[src/rtl/uart_rx_fifo_if.sv]
// uart_rx_fifo_if
// Groups the receive handshake from uart_top and the host read port of
// uart_rx_fifo into one bundle.
//   rx_data_ready / rx_data_in / rx_clear_ready : byte handoff from the UART
//   rd_en / rd_data / empty / full / count       : host-side FIFO port
//   overrun / overrun_clear                      : sticky drop flag and its clear
// The master modport is the environment side (UART + host); the slave
// modport is the FIFO.
interface uart_rx_fifo_if #(
    parameter int ADDR_W = 4
);
    logic              rx_data_ready;
    logic [7:0]        rx_data_in;
    logic              rx_clear_ready;
    logic              rd_en;
    logic [7:0]        rd_data;
    logic              empty;
    logic              full;
    logic [ADDR_W:0]   count;
    logic              overrun;
    logic              overrun_clear;

    modport master (
        output rx_data_ready, rx_data_in, rd_en, overrun_clear,
        input  rx_clear_ready, rd_data, empty, full, count, overrun
    );

    modport slave (
        input  rx_data_ready, rx_data_in, rd_en, overrun_clear,
        output rx_clear_ready, rd_data, empty, full, count, overrun
    );
endinterface

[src/rtl/uart_rx_fifo.sv]
// uart_rx_fifo
// Receive buffer behind uart_top: captures each byte presented on
// rx_data_ready/rx_data_in, acknowledges it with a one-cycle rx_clear_ready
// pulse, and stores it in a DEPTH-entry first-word-fall-through FIFO.
// Bytes arriving while the FIFO is full are dropped (still acknowledged)
// and latch the sticky overrun flag.
// Ports:
//   clk_50mhz : system clock, rising edge
//   rst_n     : asynchronous active-low reset
//   bus       : uart_rx_fifo_if.slave (UART handoff, host read port, overrun)
//
// state    | meaning
// ---------+-----------------------------------------------------------
// IDLE     | waiting for rx_data_ready; captures (or drops) the byte
// ACK      | rx_clear_ready high for this single cycle
// WAIT_LOW | waiting for rx_data_ready to fall so one byte is taken once
module uart_rx_fifo #(
    parameter int DEPTH  = 16,
    parameter int ADDR_W = 4
) (
    input  logic              clk_50mhz,
    input  logic              rst_n,
    uart_rx_fifo_if.slave     bus
);
    typedef enum logic [1:0] {
        IDLE     = 2'd0,
        ACK      = 2'd1,
        WAIT_LOW = 2'd2
    } state_t;

    localparam logic [ADDR_W:0] FULL_CNT = (ADDR_W+1)'(DEPTH);
    localparam logic [ADDR_W:0] ONE_CNT  = (ADDR_W+1)'(1);

    state_t            state_q, state_d;
    logic              capture;
    logic              pop, push_ok, drop;
    logic [ADDR_W-1:0] wr_ptr_q, rd_ptr_q;
    logic [ADDR_W:0]   count_q, count_d;
    logic              empty_q, full_q, overrun_q, clr_q;
    logic [7:0]        mem [DEPTH];

    always_ff @(posedge clk_50mhz or negedge rst_n) begin
        if (!rst_n) begin
            state_q <= IDLE;
        end else begin
            state_q <= state_d;
        end
    end

    always_comb begin
        state_d = state_q;
        capture = 1'b0;
        case (state_q)
            IDLE: begin
                if (bus.rx_data_ready) begin
                    capture = 1'b1;
                    state_d = ACK;
                end
            end
            ACK:      state_d = WAIT_LOW;
            WAIT_LOW: begin
                if (!bus.rx_data_ready) begin
                    state_d = IDLE;
                end
            end
            default:  state_d = IDLE;
        endcase
    end

    // A full FIFO still accepts a byte when the head is popped in the same
    // cycle, since the freed slot and the new write land on the same edge.
    assign pop     = bus.rd_en && !empty_q;
    assign push_ok = capture && (!full_q || pop);
    assign drop    = capture && !push_ok;

    always_comb begin
        count_d = count_q;
        case ({push_ok, pop})
            2'b10:   count_d = count_q + ONE_CNT;
            2'b01:   count_d = count_q - ONE_CNT;
            default: count_d = count_q;
        endcase
    end

    always_ff @(posedge clk_50mhz or negedge rst_n) begin
        if (!rst_n) begin
            wr_ptr_q  <= '0;
            rd_ptr_q  <= '0;
            count_q   <= '0;
            empty_q   <= 1'b1;
            full_q    <= 1'b0;
            overrun_q <= 1'b0;
            clr_q     <= 1'b0;
        end else begin
            if (push_ok) begin
                wr_ptr_q <= wr_ptr_q + 1'b1;
            end
            if (pop) begin
                rd_ptr_q <= rd_ptr_q + 1'b1;
            end
            count_q <= count_d;
            empty_q <= (count_d == '0);
            full_q  <= (count_d == FULL_CNT);
            // Set takes priority over a same-cycle clear.
            if (drop) begin
                overrun_q <= 1'b1;
            end else if (bus.overrun_clear) begin
                overrun_q <= 1'b0;
            end
            clr_q <= capture;
        end
    end

    // Storage is intentionally not reset.
    always_ff @(posedge clk_50mhz) begin
        if (push_ok) begin
            mem[wr_ptr_q] <= bus.rx_data_in;
        end
    end

    assign bus.rd_data        = mem[rd_ptr_q];
    assign bus.empty          = empty_q;
    assign bus.full           = full_q;
    assign bus.count          = count_q;
    assign bus.overrun        = overrun_q;
    assign bus.rx_clear_ready = clr_q;
endmodule

[src/flat_wrapper.sv]
// flat-port wrapper written by rule: the top's interface ports become plain ports
module uart_rx_fifo_flat 
#(
    parameter int DEPTH  = 16,
    parameter int ADDR_W = 4
)
  (clk_50mhz, rst_n, bus_rx_data_ready, bus_rx_data_in, bus_rd_en, bus_overrun_clear, bus_rx_clear_ready, bus_rd_data, bus_empty, bus_full, bus_count, bus_overrun);
  uart_rx_fifo_if #(.ADDR_W(ADDR_W)) bus_i ();
  input  logic clk_50mhz;
  input  logic rst_n;
  input wire logic [$bits(bus_i.rx_data_ready)-1:0] bus_rx_data_ready;
  input wire logic [$bits(bus_i.rx_data_in)-1:0] bus_rx_data_in;
  input wire logic [$bits(bus_i.rd_en)-1:0] bus_rd_en;
  input wire logic [$bits(bus_i.overrun_clear)-1:0] bus_overrun_clear;
  output wire logic [$bits(bus_i.rx_clear_ready)-1:0] bus_rx_clear_ready;
  output wire logic [$bits(bus_i.rd_data)-1:0] bus_rd_data;
  output wire logic [$bits(bus_i.empty)-1:0] bus_empty;
  output wire logic [$bits(bus_i.full)-1:0] bus_full;
  output wire logic [$bits(bus_i.count)-1:0] bus_count;
  output wire logic [$bits(bus_i.overrun)-1:0] bus_overrun;
  assign bus_i.rx_data_ready = bus_rx_data_ready;
  assign bus_i.rx_data_in = bus_rx_data_in;
  assign bus_i.rd_en = bus_rd_en;
  assign bus_i.overrun_clear = bus_overrun_clear;
  assign bus_rx_clear_ready = bus_i.rx_clear_ready;
  assign bus_rd_data = bus_i.rd_data;
  assign bus_empty = bus_i.empty;
  assign bus_full = bus_i.full;
  assign bus_count = bus_i.count;
  assign bus_overrun = bus_i.overrun;
  uart_rx_fifo #(.DEPTH(DEPTH), .ADDR_W(ADDR_W)) u_core (.clk_50mhz(clk_50mhz), .rst_n(rst_n), .bus(bus_i));
endmodule
[config.mk]
export PLATFORM = sky130hd
export DESIGN_NAME = uart_rx_fifo_flat
export DESIGN_NICKNAME = d
export VERILOG_FILES = /design/src/rtl/uart_rx_fifo_if.sv /design/src/rtl/uart_rx_fifo.sv /design/src/flat_wrapper.sv
export SDC_FILE = /design/constraint.sdc
export NUM_CORES = 1
export LEC_CHECK = 0
export BUFFER_PORTS_ARGS = -buffer_cell sky130_fd_sc_hd__buf_2
export CAP_MARGIN = 20
export CORE_ASPECT_RATIO = 1.25
export CORE_MARGIN = 2
export CORE_UTILIZATION = 45
export CTS_BUF_LIST = sky130_fd_sc_hd__clkbuf_8
export CTS_CLUSTER_DIAMETER = 40
export DETAILED_ROUTE_END_ITERATION = 10
export GPL_TIMING_DRIVEN = 0
export PLACE_DENSITY = 0.59
export SLEW_MARGIN = 20
export SYNTH_ARGS = -nofsm -noshare
export SYNTH_HDL_FRONTEND = slang
export SYNTH_SLANG_ARGS = --single-unit
[constraint.sdc]
create_clock -name clk_50mhz -period 6.75 [get_ports clk_50mhz]
set_input_delay 1.0125 -clock clk_50mhz [delete_from_list [all_inputs] [get_ports clk_50mhz]]
set_output_delay 1.0125 -clock clk_50mhz [all_outputs]
set_load 0.01 [all_outputs]
* Word-level counts from Yosys, hierarchy flattened
Memories as Yosys holds them, arrays and structs flattened.
Cells that the tools add are included.
** Word-level totals
- Flip-flop bits (word level) :: 19
- Memory bits (writable) :: 128
- Bits of input ports :: 13
- Output and inout port bits :: 17
- Word-level logic and storage cells :: 41
- Memories :: 1
** Memories
- u_core.mem :: words 16, bits a word 8, read ports 1, clocked after Yosys merged registers in 0, write ports 1, line uart_rx_fifo.sv:40 : logic [7:0] mem [DEPTH];
** Cells by class
- Add/sub/neg operators :: 4
- Eq/ne operators :: 7
- Multiplexer cells :: 10
- Reduce and logical (&&, ||, !) cells :: 11
** Operator list (count)
- $pmux 5 s2 :: 1
- $add 4x1->4 const B :: 2
- $mux 1 :: 6
- $pmux 2 s3 :: 1
- $add 5x1->5 const B :: 1
- $eq 5x5->1 const B :: 1
- $logic_not 5->1 :: 1
- $sub 5x1->5 const B :: 1
- $eq 2x1->1 const B :: 2
- $eq 2x2->1 const B :: 2
- $mux 2 :: 2
- $ne 2x2->1 const B :: 2
- $logic_and 1x1->1 :: 3
- $logic_not 1->1 :: 3
- $logic_not 2->1 :: 1
- $reduce_and 2->1 :: 1
- $reduce_bool 2->1 :: 1
- $logic_or 1x1->1 :: 1

* Longest topological paths before layout
Gate-level depths: netlist of the first run.
- Depth in word-level cells :: 7
- Mapped depth :: 12
- Mapped depth without buffers :: 11

* Worst setup path before layout of the first run
No wires, ideal clock.
- Path kind :: input-to-reg
- From :: input port bus_rx_data_ready
- To :: register u_core.full_q, in the netlist u_core.bus.full
- Setup time :: 0.073 ns
- Arrival :: 3.265 ns
- Data required time :: 6.677 ns
- Setup slack :: 3.412 ns
- Stages on the path :: 12
- Path buffers :: 1
- Cell sequence :: nor3b_1 > a21boi_2 > inv_1 > ha_1 > buf_4 > xor2_1 > ha_1 > a21oi_1 > mux2i_1 > xnor2_1 > a311o_1 > nor2b_1
** On the way
- Cells in the longest elaborated chain, start to end :: 6
- Elaborated cells between the ends (all ways) :: 7
- Classes of those cells :: 3 x eq/ne; 3 x mux; 1 x reduce/logical
** Ends and longest elaborated chain
- start, declared :: line flat_wrapper.sv:11 : input wire logic [$bits(bus_i.rx_data_ready)-1:0] bus_rx_data_ready;
- $mux 1 * :: line uart_rx_fifo.sv:55 : if (bus.rx_data_ready) begin
- $mux 1 * :: line uart_rx_fifo.sv:53 : case (state_q)
- $logic_and 1x1->1 * :: line uart_rx_fifo.sv:73 : assign push_ok = capture && (!full_q || pop);
- $eq 2x1->1 / $eq 2x2->1 (equally long branches) :: line uart_rx_fifo.sv:78 : case ({push_ok, pop})
- $pmux 5 s2 * :: line uart_rx_fifo.sv:78
- net u_core.count_d[2] :: line uart_rx_fifo.sv:38 : logic [ADDR_W:0] count_q, count_d;
- $eq 5x5->1 * :: line uart_rx_fifo.sv:103 : full_q <= (count_d == FULL_CNT);
- end signal, assigned :: line uart_rx_fifo.sv:103
- end, declared :: line uart_rx_fifo.sv:39 : logic empty_q, full_q, overrun_q, clr_q;
Mark *: on every way through the listed nets, which the timed path passes. The rest lies on a longest branch.
A chain may end at the register's enable or synchronous reset.

* Final worst setup path of the first run
- From :: register u_core.rd_ptr_q[1]
- To :: output port bus_rd_data[3]
** On the way
- Cells in the longest elaborated chain, start to end :: 1
** Ends and longest elaborated chain
- start, declared :: line uart_rx_fifo.sv:37 : logic [ADDR_W-1:0] wr_ptr_q, rd_ptr_q;
- start signal, assigned :: line uart_rx_fifo.sv:99 : rd_ptr_q <= rd_ptr_q + 1'b1;
- $mem_v2 16x8
- end, declared :: line flat_wrapper.sv:16 : output wire logic [$bits(bus_i.rd_data)-1:0] bus_rd_data;
No other way between the ends.

==> flow_summary.ini, run 1 <==
[run]
max-cap-violations = 0

[synth]
ys_warn_count = 0
ys_types = 33
synth_area_leader_cell = edfxtp_1
synth_area_leaders = edfxtp_1 (65%), mux4_2 (15%), dfrtp_1 (7.7%)
syn-num-nets = 314
synth-seq-cells = 147
syn_area_sq_um = 5880
synth_cells = 292
yosysSeqAreaShare = 0.735
syn_area_per_cell_sq_um = 20.1
synth_top_area_share = 0.654

[power]
powerDensity_nw_per_um2 = 411
irDropWorstVdd_uv = 215
leakagePower_nw = 2.24
fin_total_pwr_w = 0.00275

[route]
drt_wl_total_um = 11700
first_pass_iters = 4
wl_per_cell_um = 22.2
viasPerCell = 5.44
ant_nets = 0
num_vias = 2858
drc = 0
drtIter0Drc = 212

[cts]
htreeDepth = 4
cts.clk_slew.worst_paths_ns = 0.08
clockRootBuffer = clkbuf_8
cts_resized = 0
post_cts_buffers = 0
clk_latency_ns = 0.43
cts_buffers = 17
cts_hold_buf = 0
tritoncts = done
cts_max_path_buffers = 2
cts_sinks = 147

[placement]
port_buffers = 29
place_congestion = 0.727
post_dp_cell_area_sq_um = 6290
dp_hpwl_um = 7810
pre_cts_ws_ns = 2.91

[cells_and_area]
area_growth_syn_to_layout_pct = 13.7
fill_cells = 1017
nNetsFinal = 366
final_core_util = 0.526
diodes = 0
final_layout_size_suffix_gt1_frac = 0.331
finalInstanceArea_sq_um = 6690

[timing]
rsz0062_at_grt = false
slew_headroom = 0.321
setup-tns-final_ns = 0
post-route-period-util = 0.580
hold_viol = 0
drv_slew = 0
fmax_mhz = 255
setup_viol = 0
fin_skew_ns = 0.0120
period_needed_ns = 3.92
tightest_slew_ns = 1.02
layout_setup_ws_ns = 2.83

[grt]
grt_usage = 0.179
antenna_found_initial = 0
overflow = 0
grt_pass1_wl_um = 17800
grt_pass1_vias = 3053
grt_max_degree = 20

[setup_path]
r2r_slack_ns = 3.63
worstPathArrival_ns = 2.90
cp.required_ns = 5.74
criticalPathCategory = reg2out
cp_slowest_cell = clkbuf_1
endpoint_kind = output port
max_stage_delay_ns = 0.63
startpoint_type = flop
crit_fanout = 10
crit_chain = clkbuf_1 > clkbuf_1 > mux4_2 > mux4_2 > buf_2

[floorplanning]
io_pins = 30
start_util = 0.462
rows = 46
fp.dieArea_sq_um = 14000
core_sq_um = 12700
dieWidth_um = 106
die_h_um = 132

[run_status]
status = finished clean

[hold_path]
holdCritPathClass = reg2reg
layer usage:
layer	wire, um	GRT usage
met1	4720	0.223
met2	6310	0.313
met3	503	0.0376
met4	142	0.0541
met5	0	0
registers in the layout, indices dropped and copies added (netlist names):
signal	flops
u_core.mem	128
u_core.bus.empty	1
u_core.bus.overrun	1
u_core.state_q	2
u_core.bus.rx_clear_ready	1
u_core.rd_ptr_q	4
u_core.bus.full	1
u_core.wr_ptr_q	4
u_core.bus.count	5
final timing paths:
kind | startpoint | to | depth (start not counted)
worst min register to register | u_core.state_q[0]$_DFFE_PN0P_ | u_core.state_q[0]$_DFFE_PN0P_ | 1
worst max register to register | u_core.state_q[1]$_DFFE_PN0P_ | u_core.bus.full$_DFF_PN0_ | 12
max in group asynchronous | rst_n | u_core.bus.empty$_DFF_PN1_ | 1
min in group asynchronous | rst_n | u_core.state_q[1]$_DFFE_PN0P_ | 1
worst max-delay path | u_core.rd_ptr_q[1]$_DFFE_PN0P_ | bus_rd_data[3] | 5
worst min-delay path | u_core.state_q[0]$_DFFE_PN0P_ | u_core.state_q[0]$_DFFE_PN0P_ | 1
placed cells by master, fill, tap and decap left out, types with 4 or more instances in the layout:
cell	instances
edfxtp_1	128
mux4_2	40
buf_2	33
clkbuf_8	19
dfrtp_1	18
nor2_1	17
nand2_1	13
xnor2_1	10
ha_1	9
inv_1	7
clkbuf_1	7
o21ai_0	5
buf_4	4
nor3_2	4
clkinv_4	4
synth_stat cells (all sizes together):
| master | number |
|---|---|
| edfxtp | 128 |
| mux4 | 40 |
| dfrtp | 18 |
| nor2 | 17 |
| nand2 | 13 |
| xnor2 | 10 |
| ha | 9 |
| buf | 7 |
| clkbuf | 7 |
| inv | 6 |
| o21ai | 5 |
| nor3 | 4 |
| nand2b | 3 |
| nand3 | 3 |
| nand4 | 3 |
| nand4b | 2 |
| nor2b | 2 |
| nor3b | 2 |
| xor2 | 2 |
| a21boi | 1 |
| a21oi | 1 |
| a311o | 1 |
| a31o | 1 |
| a32oi | 1 |
| dfstp | 1 |
| mux2 | 1 |
| mux2i | 1 |
| nand4bb | 1 |
| o21a | 1 |
| or4b | 1 |
final cells by class:
| type | count | area, sq um | share of cell area |
|---|---|---|---|
| buffer | 14 | 61.3 | 0.00917 |
| clock buffer | 19 | 262 | 0.0391 |
| clock inverter | 13 | 136 | 0.0204 |
| inverter | 6 | 22.5 | 0.00337 |
| multi-input combinational | 125 | 1500 | 0.224 |
| sequential | 147 | 4320 | 0.646 |
| tap | 168 | 210 | 0.0314 |
| timing repair buffer | 33 | 179 | 0.0268 |
power by group:
part	switching [W]	internal [W]
Sequential	0.0000544	0.00110
Clock	0.000322	0.000347
Combinational	0.000490	0.000436
logic make-up (layout without fill, tap and decap cells):
| group | count (synthesis) | in the layout | share of synthesized area |
|---|---|---|---|
| DFF | 147 | 147 | 0.735 |
| xor gates and xnor gates | 12 | 12 | 0.0179 |
| and+or+nand+nor | 51 | 51 | 0.0438 |
| adders and majority gates | 9 | 9 | 0.0192 |
| AOI/OAI and AO/OA | 11 | 11 | 0.0132 |
| buffers and inverters | 20 | 85 | 0.0143 |
| muxes | 42 | 42 | 0.157 |
per-stage QoR:
stage                     hold WS [ns]  cells
final                            0.461    525
after global routing             0.488    525
after CTS                        0.467    525
after detailed placement         0.456    493
after global placement           0.444    489
after floorplan                  0.431    292
critical path: cells and delay by family, from the launching register on:
kind | cells | cell delay [ns]
buffers and inverters | 3 | 1.20
muxes | 2 | 0.92
DFF | 1 | 0.35
(Power assumes the default switching activity.)
==> inputs of run 2 (changes only) <==
- PLACE_DENSITY: 0.59 -> 0.61
- clock period: 6.75 -> 3.5 ns (I/O delays scaled with it)
==> run 2 against run 1 <==
- via count decreased by 1.2%
- combinational power is 93% higher
- cell area rose by 0.90%
- clock power grew 120%
- critical path depth did not move
- register-to-register slack worse by 3.3 ns
- routed wire length down 6.3%
- largest cell class unchanged
==> flow_summary.ini, run 2 (synthesis results as in run 1) <==
[run_status]
status = finished clean

[route]
ant_nets = 0
num_vias = 2824
wl_per_cell_um = 20.9
viasPerCell = 5.39
drc = 0
drt_wl_total_um = 10900
drtIter0Drc = 163
first_pass_iters = 4

[power]
p_switching_w = 0.00164
leakagePower_nw = 2.28
irDropWorstVdd_uv = 442
swShare = 0.299
combinationalPowerShare = 0.325
p_int_w = 0.00386
clkPwrFrac = 0.271
powerDensity_nw_per_um2 = 816
pwr-share-seq = 0.403

[grt]
grt_pass1_vias = 2995
grt_pass1_wl_um = 17100
grt_usage = 0.171
antenna_found_initial = 0
grt_max_degree = 20
overflow = 0

[cells_and_area]
ff_latch_area_sq_um = 4320
fill_cells = 1004
final_cell_count_no_fill = 524
layout_commonest_cell = edfxtp_1
largest_register = u_core.mem
multi_input_area_sq_um = 1500
area_growth_syn_to_layout_pct = 14.7
final_layout_size_suffix_gt1_frac = 0.326
largest_reg_flops = 128
diodes = 0
layout_common_cells = edfxtp_1 (128), mux4_2 (40), buf_2 (33), dfrtp_1 (18)
nNetsFinal = 366

[timing]
period_needed_ns = 3.33
fmax_mhz = 301
slew_headroom = 0.379
fin_skew_ns = 0.00880
setup-tns-final_ns = 0
hold_ws_ns = 0.0293
hold_viol = 0
drv_slew = 0
setup_viol = 0
tightest_slew_ns = 0.928
rsz0062_at_grt = false
post-route-period-util = 0.950

[run]
max-cap-violations = 0

[setup_path]
crit_fanout = 10
reg2reg_depth = 12
worstPathArrival_ns = 2.80
startpoint_type = flop
criticalPathCategory = reg2out
cp.required_ns = 2.97
endpoint_kind = output port

[floorplanning]
core_sq_um = 12700
start_util = 0.462
fp.dieArea_sq_um = 14000
dieWidth_um = 106
die_h_um = 132
io_pins = 30
rows = 46

[placement]
port_buffers = 29
place_congestion = 0.767
dp_hpwl_um = 7520
dp.cells = 493

[cts]
htreeDepth = 4
cts_hold_buf = 0
clk_latency_ns = 0.43
cts_buffers = 17
tritoncts = done
cts_max_path_buffers = 2
clockRootBuffer = clkbuf_8
cts.clk_slew.worst_paths_ns = 0.07
cts_sinks = 147

[hold_path]
holdCritPathClass = in2async
## run 2: metal layers
layer / wire length, um / vias to the layer above / GRT usage
met1: 4410 / 1461 / 0.214
li1: - / 1271 / -
met3: 478 / 20 / 0.0445
met2: 5800 / 72 / 0.286
met5: 0 / - / 0
met4: 254 / 0 / 0.0665
## run 2: cell type report
type,instances,share of cell area
Tap cell,168,0.0312
Inverter,6,0.00334
Timing Repair Buffer,33,0.0260
Multi-Input combinational cell,125,0.223
Buffer,14,0.00946
Sequential cell,147,0.640
Clock inverter,14,0.0323
Clock buffer,17,0.0347
## run 2: path summary, 6_finish.rpt
path / startpoint / endpoint / slack [ns]
max in group asynchronous: rst_n / u_core.bus.empty$_DFF_PN1_ / 3.14
worst min-delay path: rst_n / u_core.rd_ptr_q[0]$_DFFE_PN0P_ / 0.03
worst max-delay path: u_core.rd_ptr_q[1]$_DFFE_PN0P_ / bus_rd_data[3] / 0.17
worst max register to register: u_core.state_q[1]$_DFFE_PN0P_ / u_core.bus.full$_DFF_PN0_ / 0.38
min in group clk_50mhz: bus_overrun_clear / u_core.bus.overrun$_DFFE_PN0P_ / 0.28
worst min register to register: u_core.state_q[0]$_DFFE_PN0P_ / u_core.state_q[0]$_DFFE_PN0P_ / 0.47
## run 2: metrics by stage
stage,utilization,setup slack (ns),power [W],area [sq um]
2_1_floorplan,-,0.650,0.00351,5880
3_3_place_gp,0.490,0.159,0.00402,6230
3_5_place_dp,0.494,0.149,0.00408,6280
4_1_cts,0.530,0.0233,0.00556,6740
5_1_grt,0.530,0.0511,0.00579,6750
6_report,0.530,0.173,0.00550,6750
## run 2: repair_timing
item	CTS	global route
gates resized for setup	0	5
endpoints found under the setup margin	0	6
setup buffers	0	0
## run 2: power by group through the flow
stage                     logic [W]  registers (W)  clock network [W]
after global placement      0.00177        0.00225                  0
after global routing        0.00196        0.00225            0.00158
final                       0.00179        0.00222            0.00149
after detailed placement    0.00182        0.00226                  0
after CTS                   0.00183        0.00222            0.00151
after floorplan             0.00126        0.00225                  0
## run 2: critical path, cell delays in order (launching register included)
cell and delay, ns:
dfrtp_1 0.36, clkbuf_1 0.35, clkbuf_1 0.52, mux4_2 0.46
mux4_2 0.52, buf_2 0.16
==> inputs of run 3 (changes only) <==
- CORE_MARGIN: 2 -> 5
==> run 3 against run 2 <==
- highest routed layer unchanged
- cell area down 1.8%
- total power down 5.8%
- die area up 10%
- worst setup slack worse by 0.0042 ns
==> flow_summary.ini, run 3 (synthesis results as in run 1) <==
[power]
powerDensity_nw_per_um2 = 783
leakagePower_nw = 2.22
irDropWorstVdd_uv = 416
swShare = 0.313
fin_total_pwr_w = 0.00518
combinationalPowerShare = 0.341
p_int_w = 0.00356
p_switching_w = 0.00162
clkPwrFrac = 0.231
pwr-share-seq = 0.428

[cells_and_area]
largest_reg_flops = 128
final_layout_size_suffix_gt1_frac = 0.314
layout_commonest_cell = edfxtp_1
fill_cells = 1052
area_growth_syn_to_layout_pct = 12.7
largest_register = u_core.mem
layout_common_cells = edfxtp_1 (128), mux4_2 (40), buf_2 (33), dfrtp_1 (18)
final_cell_count_no_fill = 522
diodes = 0
nNetsFinal = 363

[placement]
dp.cells = 490
place_congestion = 0.712
port_buffers = 29
dp_hpwl_um = 7320

[cts]
tritoncts = done
clk_latency_ns = 0.43
cts_sinks = 147
cts_max_path_buffers = 2
cts.clk_slew.worst_paths_ns = 0.08
htreeDepth = 4
cts_buffers = 17
clockRootBuffer = clkbuf_8

[route]
viasPerCell = 5.43
wl_per_cell_um = 20.6
first_pass_iters = 4
drt_wl_total_um = 10800
drc = 0
drtIter0Drc = 207
ant_nets = 0
num_vias = 2833

[floorplanning]
fp.dieArea_sq_um = 15500
core_sq_um = 12800
dieWidth_um = 112
die_h_um = 138
start_util = 0.460
rows = 46
io_pins = 30

[grt]
overflow = 0
gr-max-usage-layer = met2
grt_pass1_vias = 2995
use_met1 = 0.190
grt_usage = 0.154
met2_usage = 0.263
use_met3 = 0.0409
grt_max_degree = 20
grt_pass1_wl_um = 17400
antenna_found_initial = 0

[run]
max-cap-violations = 0

[setup_path]
worstPathArrival_ns = 2.81
startpoint_type = flop
path_delay_family = buffers and inverters
crit_fanout = 10
criticalPathCategory = reg2out
crit_chain = clkbuf_1 > clkbuf_1 > mux4_2 > mux4_2 > buf_2
endpoint_kind = output port
worst-path-buf-inv = 3
max_stage_delay_ns = 0.53
cp_slowest_cell = clkbuf_1
cp.required_ns = 2.97

[timing]
rsz0062_at_grt = false
setup_viol = 0
tightest_slew_ns = 0.912
period_needed_ns = 3.33
fin_skew_ns = 0.0125
slew_headroom = 0.392
post-route-period-util = 0.952
hold_viol = 0
drv_slew = 0
setup-tns-final_ns = 0
fmax_mhz = 300

[run_status]
status = finished clean

[hold_path]
holdCritPathClass = in2async
run 3: area by class of cell:
cell class              count  area (sq um)  area share
plain buffers              14          63.8     0.00963
clock buffers              17           234      0.0353
clock inverters            15           125      0.0189
inverters                   6          22.5     0.00340
multi-input cells         125          1500       0.226
flip-flops and latches    147          4320       0.652
well taps                 168           210      0.0317
repair buffers             30           153      0.0230
run 3: worst paths after layout:
check                           cells past startpoint  slack (ns)                        endpoint                      startpoint
worst max-delay path                                5        0.17                  bus_rd_data[5]  u_core.rd_ptr_q[1]$_DFFE_PN0P_
worst max register to register                     12        0.39       u_core.bus.full$_DFF_PN0_   u_core.state_q[1]$_DFFE_PN0P_
min in group clk_50mhz                              2        0.27  u_core.bus.overrun$_DFFE_PN0P_               bus_overrun_clear
worst min register to register                      1        0.47   u_core.state_q[0]$_DFFE_PN0P_   u_core.state_q[0]$_DFFE_PN0P_
max in group asynchronous                           1        3.13      u_core.bus.empty$_DFF_PN1_                           rst_n
worst min-delay path                                1        0.03  u_core.wr_ptr_q[3]$_DFFE_PN0P_                           rst_n
run 3: power by group through the flow:
stage	sequential [W]	combinational (W)	clock (W)
6_report	0.00222	0.00177	0.00120
5_1_grt	0.00224	0.00193	0.00131
4_1_cts	0.00222	0.00181	0.00123
3_5_place_dp	0.00226	0.00180	0
3_3_place_gp	0.00225	0.00177	0
2_1_floorplan	0.00225	0.00126	0
run 3: timing repair:
action | CTS | global route
hold buffers | 0 | 0
gates resized for setup | 0 | 4
setup endpoints to repair | 0 | 3
setup buffers | 0 | 0
run 3: layer usage:
layer,part of all wire,wire (um),up-vias
li1,-,-,1262
met1,0.41,4430,1497
met2,0.54,5800,58
met3,0.031,335,16
met4,0.020,213,0
met5,0,0,-
run 3: metrics by stage:
step | worst slack (ns) | util | hold slack (ns) | area (sq um)
2_1_floorplan | 0.650 | - | 0.229 | 5880
3_3_place_gp | 0.239 | 0.488 | 0.443 | 6230
3_5_place_dp | 0.152 | 0.490 | 0.463 | 6260
4_1_cts | 0.0258 | 0.518 | 0.0145 | 6620
5_1_grt | 0.0126 | 0.518 | 0.0374 | 6620
6_report | 0.169 | 0.518 | 0.0270 | 6620
